**config.mk**
```make
export PLATFORM = sky130hd
export DESIGN_NAME = div_frec_sched
export DESIGN_NICKNAME = d
export VERILOG_FILES = /design/src/rtl/div_frec_sched.sv
export SDC_FILE = /design/constraint.sdc
export NUM_CORES = 1
export LEC_CHECK = 0
export CELL_PAD_IN_SITES_DETAIL_PLACEMENT = 0
export CELL_PAD_IN_SITES_GLOBAL_PLACEMENT = 1
export CORE_MARGIN = 2
export CORE_UTILIZATION = 34
export DETAILED_ROUTE_END_ITERATION = 8
export PLACE_DENSITY = 0.84
export SKIP_LAST_GASP = 1
export SLEW_MARGIN = 0
export SYNTH_ARGS = -nofsm -noshare
export SYNTH_HDL_FRONTEND = slang
export SYNTH_SLANG_ARGS = --single-unit
export TNS_END_PERCENT = 100
```
**constraint.sdc**
```tcl
create_clock -name clk -period 2.55 [get_ports clk]
set_clock_uncertainty 0.05 [all_clocks]
set_input_delay 0.51 -clock clk [delete_from_list [all_inputs] [get_ports clk]]
set_output_delay 0.51 -clock clk [all_outputs]
set_load 0.05 [all_outputs]
```
**src/rtl/div_frec_sched.sv**
```systemverilog
// div_frec_sched: round-robin scheduler sharing one programmable frequency divider among four requesters.
// Each grant loads the winner's divisor and tick count, emits a burst of divided ticks, then pulses done.
module div_frec_sched #(
    parameter int N_REQ = 4,
    parameter int DIV_W = 16,
    parameter int CNT_W = 8
) (
    input  logic                     clk,
    input  logic                     rst,
    input  logic [N_REQ-1:0]         req,
    input  logic [N_REQ*DIV_W-1:0]   div_in,
    input  logic [N_REQ*CNT_W-1:0]   nticks_in,
    output logic [N_REQ-1:0]         grant,
    output logic                     busy,
    output logic                     tick,
    output logic                     clkd,
    output logic [N_REQ-1:0]         done
);
    localparam logic [1:0] S_IDLE = 2'd0;
    localparam logic [1:0] S_LOAD = 2'd1;
    localparam logic [1:0] S_RUN  = 2'd2;
    localparam logic [1:0] S_DONE = 2'd3;

    logic [1:0]       r_state;
    logic [1:0]       r_ptr;
    logic [N_REQ-1:0] r_grant;
    logic             r_tick;
    logic             r_clkd;
    logic [DIV_W-1:0] r_cnt;
    logic [DIV_W-1:0] r_div;
    logic [CNT_W-1:0] r_rem;
    logic [1:0]       w_pick;
    logic             w_wrap;

    // Scan offsets from farthest to nearest so the nearest requester after r_ptr wins.
    always_comb begin
        w_pick = r_ptr;
        for (int k = N_REQ; k >= 1; k--)
            if (req[r_ptr + 2'(k)]) w_pick = r_ptr + 2'(k);
    end

    assign w_wrap = r_cnt == r_div;
    assign grant  = r_grant;
    assign tick   = r_tick;
    assign clkd   = r_clkd;
    assign busy   = r_state != S_IDLE;
    assign done   = r_state == S_DONE ? r_grant : '0;

    always_ff @(posedge clk) begin
        if (rst) begin
            r_state <= S_IDLE;
            r_ptr   <= 2'd3;
            r_grant <= '0;
            r_tick  <= 1'b0;
            r_clkd  <= 1'b0;
            r_cnt   <= '0;
            r_div   <= '0;
            r_rem   <= '0;
        end else begin
            case (r_state)
                S_IDLE: begin
                    r_tick <= 1'b0;
                    if (|req) begin
                        r_grant <= {{(N_REQ-1){1'b0}}, 1'b1} << w_pick;
                        r_ptr   <= w_pick;
                        r_state <= S_LOAD;
                    end
                end
                S_LOAD: begin
                    r_div   <= div_in[r_ptr*DIV_W +: DIV_W];
                    r_rem   <= nticks_in[r_ptr*CNT_W +: CNT_W];
                    r_cnt   <= '0;
                    r_state <= nticks_in[r_ptr*CNT_W +: CNT_W] == '0 ? S_DONE : S_RUN;
                end
                S_RUN: begin
                    r_cnt  <= w_wrap ? '0 : r_cnt + 1'b1;
                    r_tick <= w_wrap;
                    if (w_wrap) begin
                        r_clkd <= ~r_clkd;
                        r_rem  <= r_rem - 1'b1;
                    end
                    // Dropping the request aborts the burst; a tick on this edge still goes out.
                    if (!req[r_ptr] || (w_wrap && r_rem == CNT_W'(1))) r_state <= S_DONE;
                end
                default: begin
                    r_tick  <= 1'b0;
                    r_clkd  <= 1'b0;
                    r_cnt   <= '0;
                    r_grant <= '0;
                    r_state <= S_IDLE;
                end
            endcase
        end
    end
endmodule

```
==> metrics.log, run 1 <==
INFO  metric outcome = completed
INFO  metric synthTopCellsByArea = sky130_fd_sc_hd__dfxtp_1 (32%), sky130_fd_sc_hd__mux4_2 (18%), sky130_fd_sc_hd__xor2_1 (7.0%)
INFO  metric final_period_minus_worst_setup_slack = 2.177 ns
INFO  metric layout_commonest_cell = sky130_fd_sc_hd__clkdlybuf4s50_1
INFO  metric clock.fmax = ~460 MHz
INFO  metric design_area = roughly 4500 um^2
INFO  metric synth_top_flop_cell = sky130_fd_sc_hd__dfxtp_1
INFO  metric dr_vias_cell = between 5 and 6
INFO  metric cts.repair_timing.setup_buffer_count = 0
INFO  metric chipWidth = 100.1 um
INFO  metric post_route_drc = 0
INFO  metric async_flop_share = 0%
INFO  metric die_height = roughly 100 um
INFO  metric wire_length_of_the_first_global_routing_pass = about 14,000 um
INFO  metric wl_per_cell = approximately 15 um
INFO  metric std_cell_rows = 35
INFO  metric layout_common_cells = sky130_fd_sc_hd__clkdlybuf4s50_1 (107), sky130_fd_sc_hd__nor2_1 (52), sky130_fd_sc_hd__dfxtp_1 (49)
INFO  metric tritoncts = built
INFO  metric drtIter0Drc = between 100 and 150
INFO  metric cpLargestDelayFamily = simple AND/OR/NAND/NOR gates
INFO  metric cts_max_path_buffers = 2
INFO  metric grt_max_degree = 24
INFO  metric cp_cell_sequence = inv_1, ha_1, and4b_1, nand3_1, nor3_1, nand3_1, xor2_1, nor2_1
INFO  metric synth-seq-cells = 50
INFO  metric synth_top_area_share = roughly a third
INFO  metric crit_fanout = 4
INFO  metric max_slew_margin = ~57%
INFO  metric p_leak = roughly 1.8 nW
INFO  metric timing_worst_setup_path_type = reg2reg
INFO  metric clock_tree.root_cell = sky130_fd_sc_hd__clkbuf_8
INFO  metric h-tree-depth = 2
INFO  metric cts.clk_slew.worst_paths = ~0.1 ns
INFO  metric layout.cells.non_filler = approximately 540
INFO  metric setup_repair_after_global_routing_missed_its_margin = false
INFO  metric ant_nets = 0
INFO  metric maxSlewViolCount = 0
INFO  metric floorplan.io_pins = about 110
INFO  metric routed_wl = roughly 8200 um
INFO  metric mappedNetlistNets = about 430
INFO  metric finalHoldViolations = 0
INFO  metric port_buffers = between 100 and 150
INFO  metric seq_area_frac_synth = a little under a third
INFO  metric final_nets = 538
INFO  metric place_inst = about 530
INFO  metric max-cap-violations = 0
INFO  metric number_of_buffers_added_by_the_clock_tree_synthesis_step = 5
INFO  metric setup-violations-final = 0
INFO  metric startpoint_type = register
INFO  metric hpwlAfterDp = around 6500 um
INFO  metric worst_ir_drop_vdd = about 0.00041 V
INFO  metric area_growth_from_synthesis_to_final_layout = 42.91%
INFO  metric postPlaceCellArea = roughly 4400 um^2
INFO  metric vias = ~2,800
INFO  metric critPathArrivalTime = roughly 2.3 ns
INFO  metric post_route_cells_drive_above_1_share = around an eighth
INFO  metric grt-ovfl-total = 0
INFO  metric first_global_vias = approximately 2,800
INFO  metric worst-slew-pin-transition = 0.6496 ns
INFO  metric drt_first_pass_iters = 5
INFO  metric number_of_standard_cells_after_synthesis = about 320
INFO  metric diodes = 0
INFO  metric clock_sinks = 50
INFO  metric power.density = between 900 and 1000 nW/um^2
INFO  metric critical_path.max_stage_delay = 0.43 ns
INFO  metric fp.dieArea = 10,020 um^2
INFO  metric antenna_found_initial = 0
INFO  metric clock_latency_of_the_later_clocked_register_in_the_worst_skew_pair = approximately 0.31 ns
INFO  metric start_util = around 34%
INFO  metric synth_area_leader_cell = sky130_fd_sc_hd__dfxtp_1
INFO  metric layout_worst_path_cycle_share = 85.38%
INFO  metric yosys_warnings = 0
INFO  metric coreArea = around 9000 um^2
INFO  metric gr-usage-all-layers = ~17%
INFO  metric number_of_library_cell_types_mapped_by_synthesis = 52
INFO  metric timing.hold.worst.class = reg2reg
INFO  metric synth.cell_area = around 3100 um^2
INFO  metric endpoint_kind = register
INFO  metric worst-endpoint-required = 2.70 ns
INFO  metric totalNegativeSetupSlack = 0 ns
INFO  metric critPathMostFrequentCell = sky130_fd_sc_hd__nand3_1
INFO  metric gp_routability_congestion = 0.8069
INFO  metric cp.buffers_inverters = 1
INFO  metric syn_avg_cell_area = approximately 10 um^2
INFO  metric worst_path_max_delay_cell = sky130_fd_sc_hd__nor3_1
INFO  metric synth_enable_flop_cells = 0
[metrics by stage]
step	worst slack [ns]	utilization, %	hold slack [ns]	total power [mW]
2_1_floorplan	0.3940	-	0.4083	3.013
3_3_place_gp	0.2045	48.08	0.4111	3.639
3_5_place_dp	0.1796	48.08	0.4210	3.664
4_1_cts	0.06252	49.16	0.4335	4.177
5_1_grt	0.1529	49.27	0.4591	4.453
6_report	0.3728	49.27	0.4260	4.136
[routing by layer]
layer	global-route usage, %	part of all wire, %
met2	29.99	51
met4	3.583	0.88
met5	0	0
met3	2.786	4.2
met1	21.46	44
[cell type report]
type / count / area (um^2)
Inverter: 8 / 30.03
Clock buffer: 6 / 82.58
Multi-Input combinational cell: 241 / 2007
Fill cell: 899 / 4621
Tap cell: 111 / 138.9
Sequential cell: 50 / 1002
Clock inverter: 2 / 16.27
Timing Repair Buffer: 123 / 1211
[sequential cells by signal (all words and copies together) (netlist names)]
name and cells:
r_state 2, r_cnt 16, r_rem 8, tick 1, clkd 1, r_div 16
grant 4, r_ptr 2
[logic make-up (layout without fill, tap and decap cells)]
group,after synthesis,count (layout),synth area share [%]
fa+ha+maj,7,7,2.789
flops,50,50,31.87
simple gates,120,120,19.52
buf+inv,26,139,4.223
compound gates,38,38,8.487
mux,45,45,24.46
xor+xnor,31,31,8.645
[cells in the mapped netlist, types with 2 or more instances]
master	n
sky130_fd_sc_hd__a211o_1	2
sky130_fd_sc_hd__buf_1	4
sky130_fd_sc_hd__nor4_1	3
sky130_fd_sc_hd__xnor2_1	6
sky130_fd_sc_hd__xor2_1	25
sky130_fd_sc_hd__a21oi_1	11
sky130_fd_sc_hd__o21ai_0	4
sky130_fd_sc_hd__nor3_1	5
sky130_fd_sc_hd__nor4_2	3
sky130_fd_sc_hd__buf_2	4
sky130_fd_sc_hd__and3_1	3
sky130_fd_sc_hd__mux2i_1	19
sky130_fd_sc_hd__a31oi_1	5
sky130_fd_sc_hd__ha_1	7
sky130_fd_sc_hd__nand2_1	16
sky130_fd_sc_hd__nor2_1	52
sky130_fd_sc_hd__nand2b_1	3
sky130_fd_sc_hd__inv_1	7
sky130_fd_sc_hd__nor4b_1	2
sky130_fd_sc_hd__nor2b_1	2
sky130_fd_sc_hd__buf_6	3
sky130_fd_sc_hd__clkbuf_1	5
sky130_fd_sc_hd__a22oi_1	2
sky130_fd_sc_hd__a21oi_2	2
sky130_fd_sc_hd__mux4_2	25
sky130_fd_sc_hd__dfxtp_1	50
sky130_fd_sc_hd__nand4_1	7
sky130_fd_sc_hd__nand3_1	11
sky130_fd_sc_hd__buf_4	2
sky130_fd_sc_hd__a32oi_1	2
sky130_fd_sc_hd__and2_1	4
[worst paths after layout]
kind | startpoint | end | slack [ns] | cells after the start
worst max-delay path | r_state[0] | r_cnt[13] | 0.37 | 8
worst min-delay path | grant[1] | grant[1] | 0.43 | 2
worst max register to register | r_state[0] | r_cnt[13] | 0.37 | 8
worst min register to register | grant[1] | grant[1] | 0.43 | 2
[worst min-delay path, stage by stage, from the launching register on]
cell and delay [ns]:
sky130_fd_sc_hd__dfxtp_1 0.33, sky130_fd_sc_hd__nand2_1 0.05, sky130_fd_sc_hd__a21oi_1 0.05
[where the power goes]
group / switching (mW) / total [mW] / leakage (nW) / internal (mW)
Combinational: 1.25 / 2.39 / 1.33 / 1.15
Clock: 0.280 / 0.504 / 0.0478 / 0.224
Sequential: 0.255 / 1.24 / 0.407 / 0.983
Total: 1.78 / 4.14 / 1.79 / 2.35
[timing repair]
| action | CTS | global route |
|---|---|---|
| hold buffers | 0 | 0 |
| resized for setup | 0 | 4 |
| setup endpoints to repair | 0 | 4 |
Power figures use the tool's default switching activity.
==> run 2, diff against run 1 <==
--- a/config.mk
+++ b/config.mk
@@ -5,6 +5,7 @@
 export SDC_FILE = /design/constraint.sdc
 export NUM_CORES = 1
 export LEC_CHECK = 0
+export CAP_MARGIN = 20
 export CELL_PAD_IN_SITES_DETAIL_PLACEMENT = 0
 export CELL_PAD_IN_SITES_GLOBAL_PLACEMENT = 1
 export CORE_MARGIN = 2
==> constraint.sdc (replaced) <==
create_clock -name clk -period 2.5 [get_ports clk]
set_clock_uncertainty 0.05 [all_clocks]
set_input_delay 0.5 -clock clk [delete_from_list [all_inputs] [get_ports clk]]
set_output_delay 0.5 -clock clk [all_outputs]
set_load 0.05 [all_outputs]
==> metrics.log, run 2 (same netlist as run 1, synthesis figures left out) <==
INFO  metric outcome = completed
INFO  metric largestRegisters = r_cnt x16, r_div x16, r_rem x8
INFO  metric worst-endpoint-required = 1.95 ns
INFO  metric max-cap-violations = 0
INFO  metric start_util = 34.48%
INFO  metric wl_per_cell = around 15 um
INFO  metric final_period_minus_worst_setup_slack = 2.216 ns
INFO  metric die_height = between 100 and 150 um
INFO  metric min_to = grant[1]
INFO  metric critical_path.reg2reg.startpoint = r_state[0]
INFO  metric diodes = 0
INFO  metric setup-violations-final = 0
INFO  metric wire_length_of_the_first_global_routing_pass = 13,250 um
INFO  metric clock_latency_of_the_later_clocked_register_in_the_worst_skew_pair = ~0.31 ns
INFO  metric startpoint_type = register
INFO  metric totalPowerFinal = 4.327 mW
INFO  metric layout_setup_ws = between 0.2 and 0.3 ns
INFO  metric coreArea = 9109 um^2
INFO  metric clock.fmax = around 450 MHz
INFO  metric setup_repair_after_global_routing_missed_its_margin = false
INFO  metric max_slew_margin = approximately 58%
INFO  metric number_of_buffers_added_by_the_clock_tree_synthesis_step = 5
INFO  metric post_route_drc = 0
INFO  metric timing_worst_setup_path_type = reg2out
INFO  metric worst_ir_drop_vdd = between 0.0003 and 0.0004 V
INFO  metric cts.clk_slew.worst_paths = about 0.090 ns
INFO  metric design_area = 4514 um^2
INFO  metric worst-slew-pin-transition = between 0.6 and 0.7 ns
INFO  metric hold_path.startpoint = grant[1]
INFO  metric ant_nets = 0
INFO  metric timing.hold.worst.class = reg2reg
INFO  metric p_leak = between 1.5 and 2 nW
INFO  metric first_global_vias = around 2,800
INFO  metric tritoncts = built
INFO  metric grt-ovfl-total = 0
INFO  metric clock_sinks = 50
INFO  metric h-tree-depth = 2
INFO  metric maxSlewViolCount = 0
INFO  metric crit-reg2reg-capture = r_state[0]
INFO  metric drtIter0Drc = roughly 100
INFO  metric critPathArrivalTime = ~1.7 ns
INFO  metric floorplan.io_pins = around 110
INFO  metric finalHoldViolations = 0
INFO  metric postPlaceCellArea = about 4400 um^2
INFO  metric hpwlAfterDp = 6466 um
INFO  metric fp.dieArea = 10,020 um^2
INFO  metric gp_routability_congestion = 0.8591
INFO  metric totalNegativeSetupSlack = 0 ns
INFO  metric vias = about 2,800
INFO  metric gr-usage-all-layers = between 10% and 20%
INFO  metric dr_vias_cell = around 5.1
INFO  metric area_growth_from_synthesis_to_final_layout = 43.75%
INFO  metric reg2regPathDepth = 8
INFO  metric cts_max_path_buffers = 2
INFO  metric endpoint_kind = output pin
INFO  metric layout_common_cells = sky130_fd_sc_hd__clkdlybuf4s50_1 (107), sky130_fd_sc_hd__nor2_1 (52), sky130_fd_sc_hd__dfxtp_1 (49)
INFO  metric crit_path_launch = r_state[0]
INFO  metric std_cell_rows = 35
INFO  metric holdWs = between 0.4 and 0.5 ns
INFO  metric final_util = between 40% and 50%
INFO  metric final_nets = 539
INFO  metric antenna_found_initial = 0
INFO  metric post_route_cells_drive_above_1_share = 13.23%
INFO  metric layout.cells.non_filler = 542
INFO  metric port_buffers = between 100 and 150
INFO  metric crit_fanout = 5
INFO  metric layout_worst_path_cycle_share = roughly nine tenths
INFO  metric layout_commonest_cell = sky130_fd_sc_hd__clkdlybuf4s50_1
INFO  metric placement.setup.worst_slack = 0.1018 ns
INFO  metric routed_wl = approximately 8000 um
INFO  metric worst-r2r-setup-slack = between 0.3 and 0.4 ns
INFO  metric drt_first_pass_iters = 5
INFO  metric clock_tree.root_cell = sky130_fd_sc_hd__clkbuf_8
INFO  metric worstHoldPathCells = 2
INFO  metric grt_max_degree = 24
INFO  metric place_inst = about 530
INFO  metric chipWidth = between 100 and 150 um
INFO  metric cts.repair_timing.setup_buffer_count = 0
INFO  metric power.density = about 960 nW/um^2
==> run 2: cell types whose count changed in the layout (fill, tap and decap cells not counted) <==
cell                             before  now
sky130_fd_sc_hd__buf_4               12   13
sky130_fd_sc_hd__bufinv_16            0    1
sky130_fd_sc_hd__clkinvlp_4           1    0
sky130_fd_sc_hd__dlygate4sd2_1        0    1
sky130_fd_sc_hd__dlymetal6s2s_1       4    3
==> run 2: report_power, final <==
part | internal, mW | switching, mW
Clock | 0.329 | 0.284
Combinational | 1.18 | 1.28
Sequential | 1.00 | 0.254
Total | 2.51 | 1.81
==> run 2: worst max-delay path by stage <==
| stage | slack, ns | endpoint |
|---|---|---|
| finish | 0.28 | done[2] |
| global route | 0.02 | r_state[1] |
| CTS | 0.006 | done[3] |
| detailed placement | 0.10 | r_state[0] |
| global placement | 0.14 | r_state[0] |
| floorplan | 0.34 | r_state[0] |
==> run 2: what timing repair did <==
action / CTS / global route
hold buffers: 0 / 0
gates resized for setup: 1 / 3
cloned: 0 / 0
endpoints found under the setup margin: 1 / 3
==> run 2: area by class of cell <==
class                           count  area (um^2)
Sequential cell                    50         1002
Inverter                            8        30.03
Clock buffer                        6        82.58
Timing Repair Buffer              124         1215
Clock inverter                      2        38.79
Tap cell                          111        138.9
Multi-Input combinational cell    241         2007
Fill cell                         851         4594
==> run 2: worst max-delay path, cell delays in order (launching register included) <==
cell	delay, ns
sky130_fd_sc_hd__dfxtp_1	0.41
sky130_fd_sc_hd__ha_1	0.27
sky130_fd_sc_hd__and2_1	0.15
sky130_fd_sc_hd__dlygate4sd2_1	0.53
==> run 2: routing by layer <==
metal,wire length (um),global-route usage (%)
met1,3575,20.94
met3,343,3.064
met2,4108,28.79
met5,0,0
met4,100,5.058
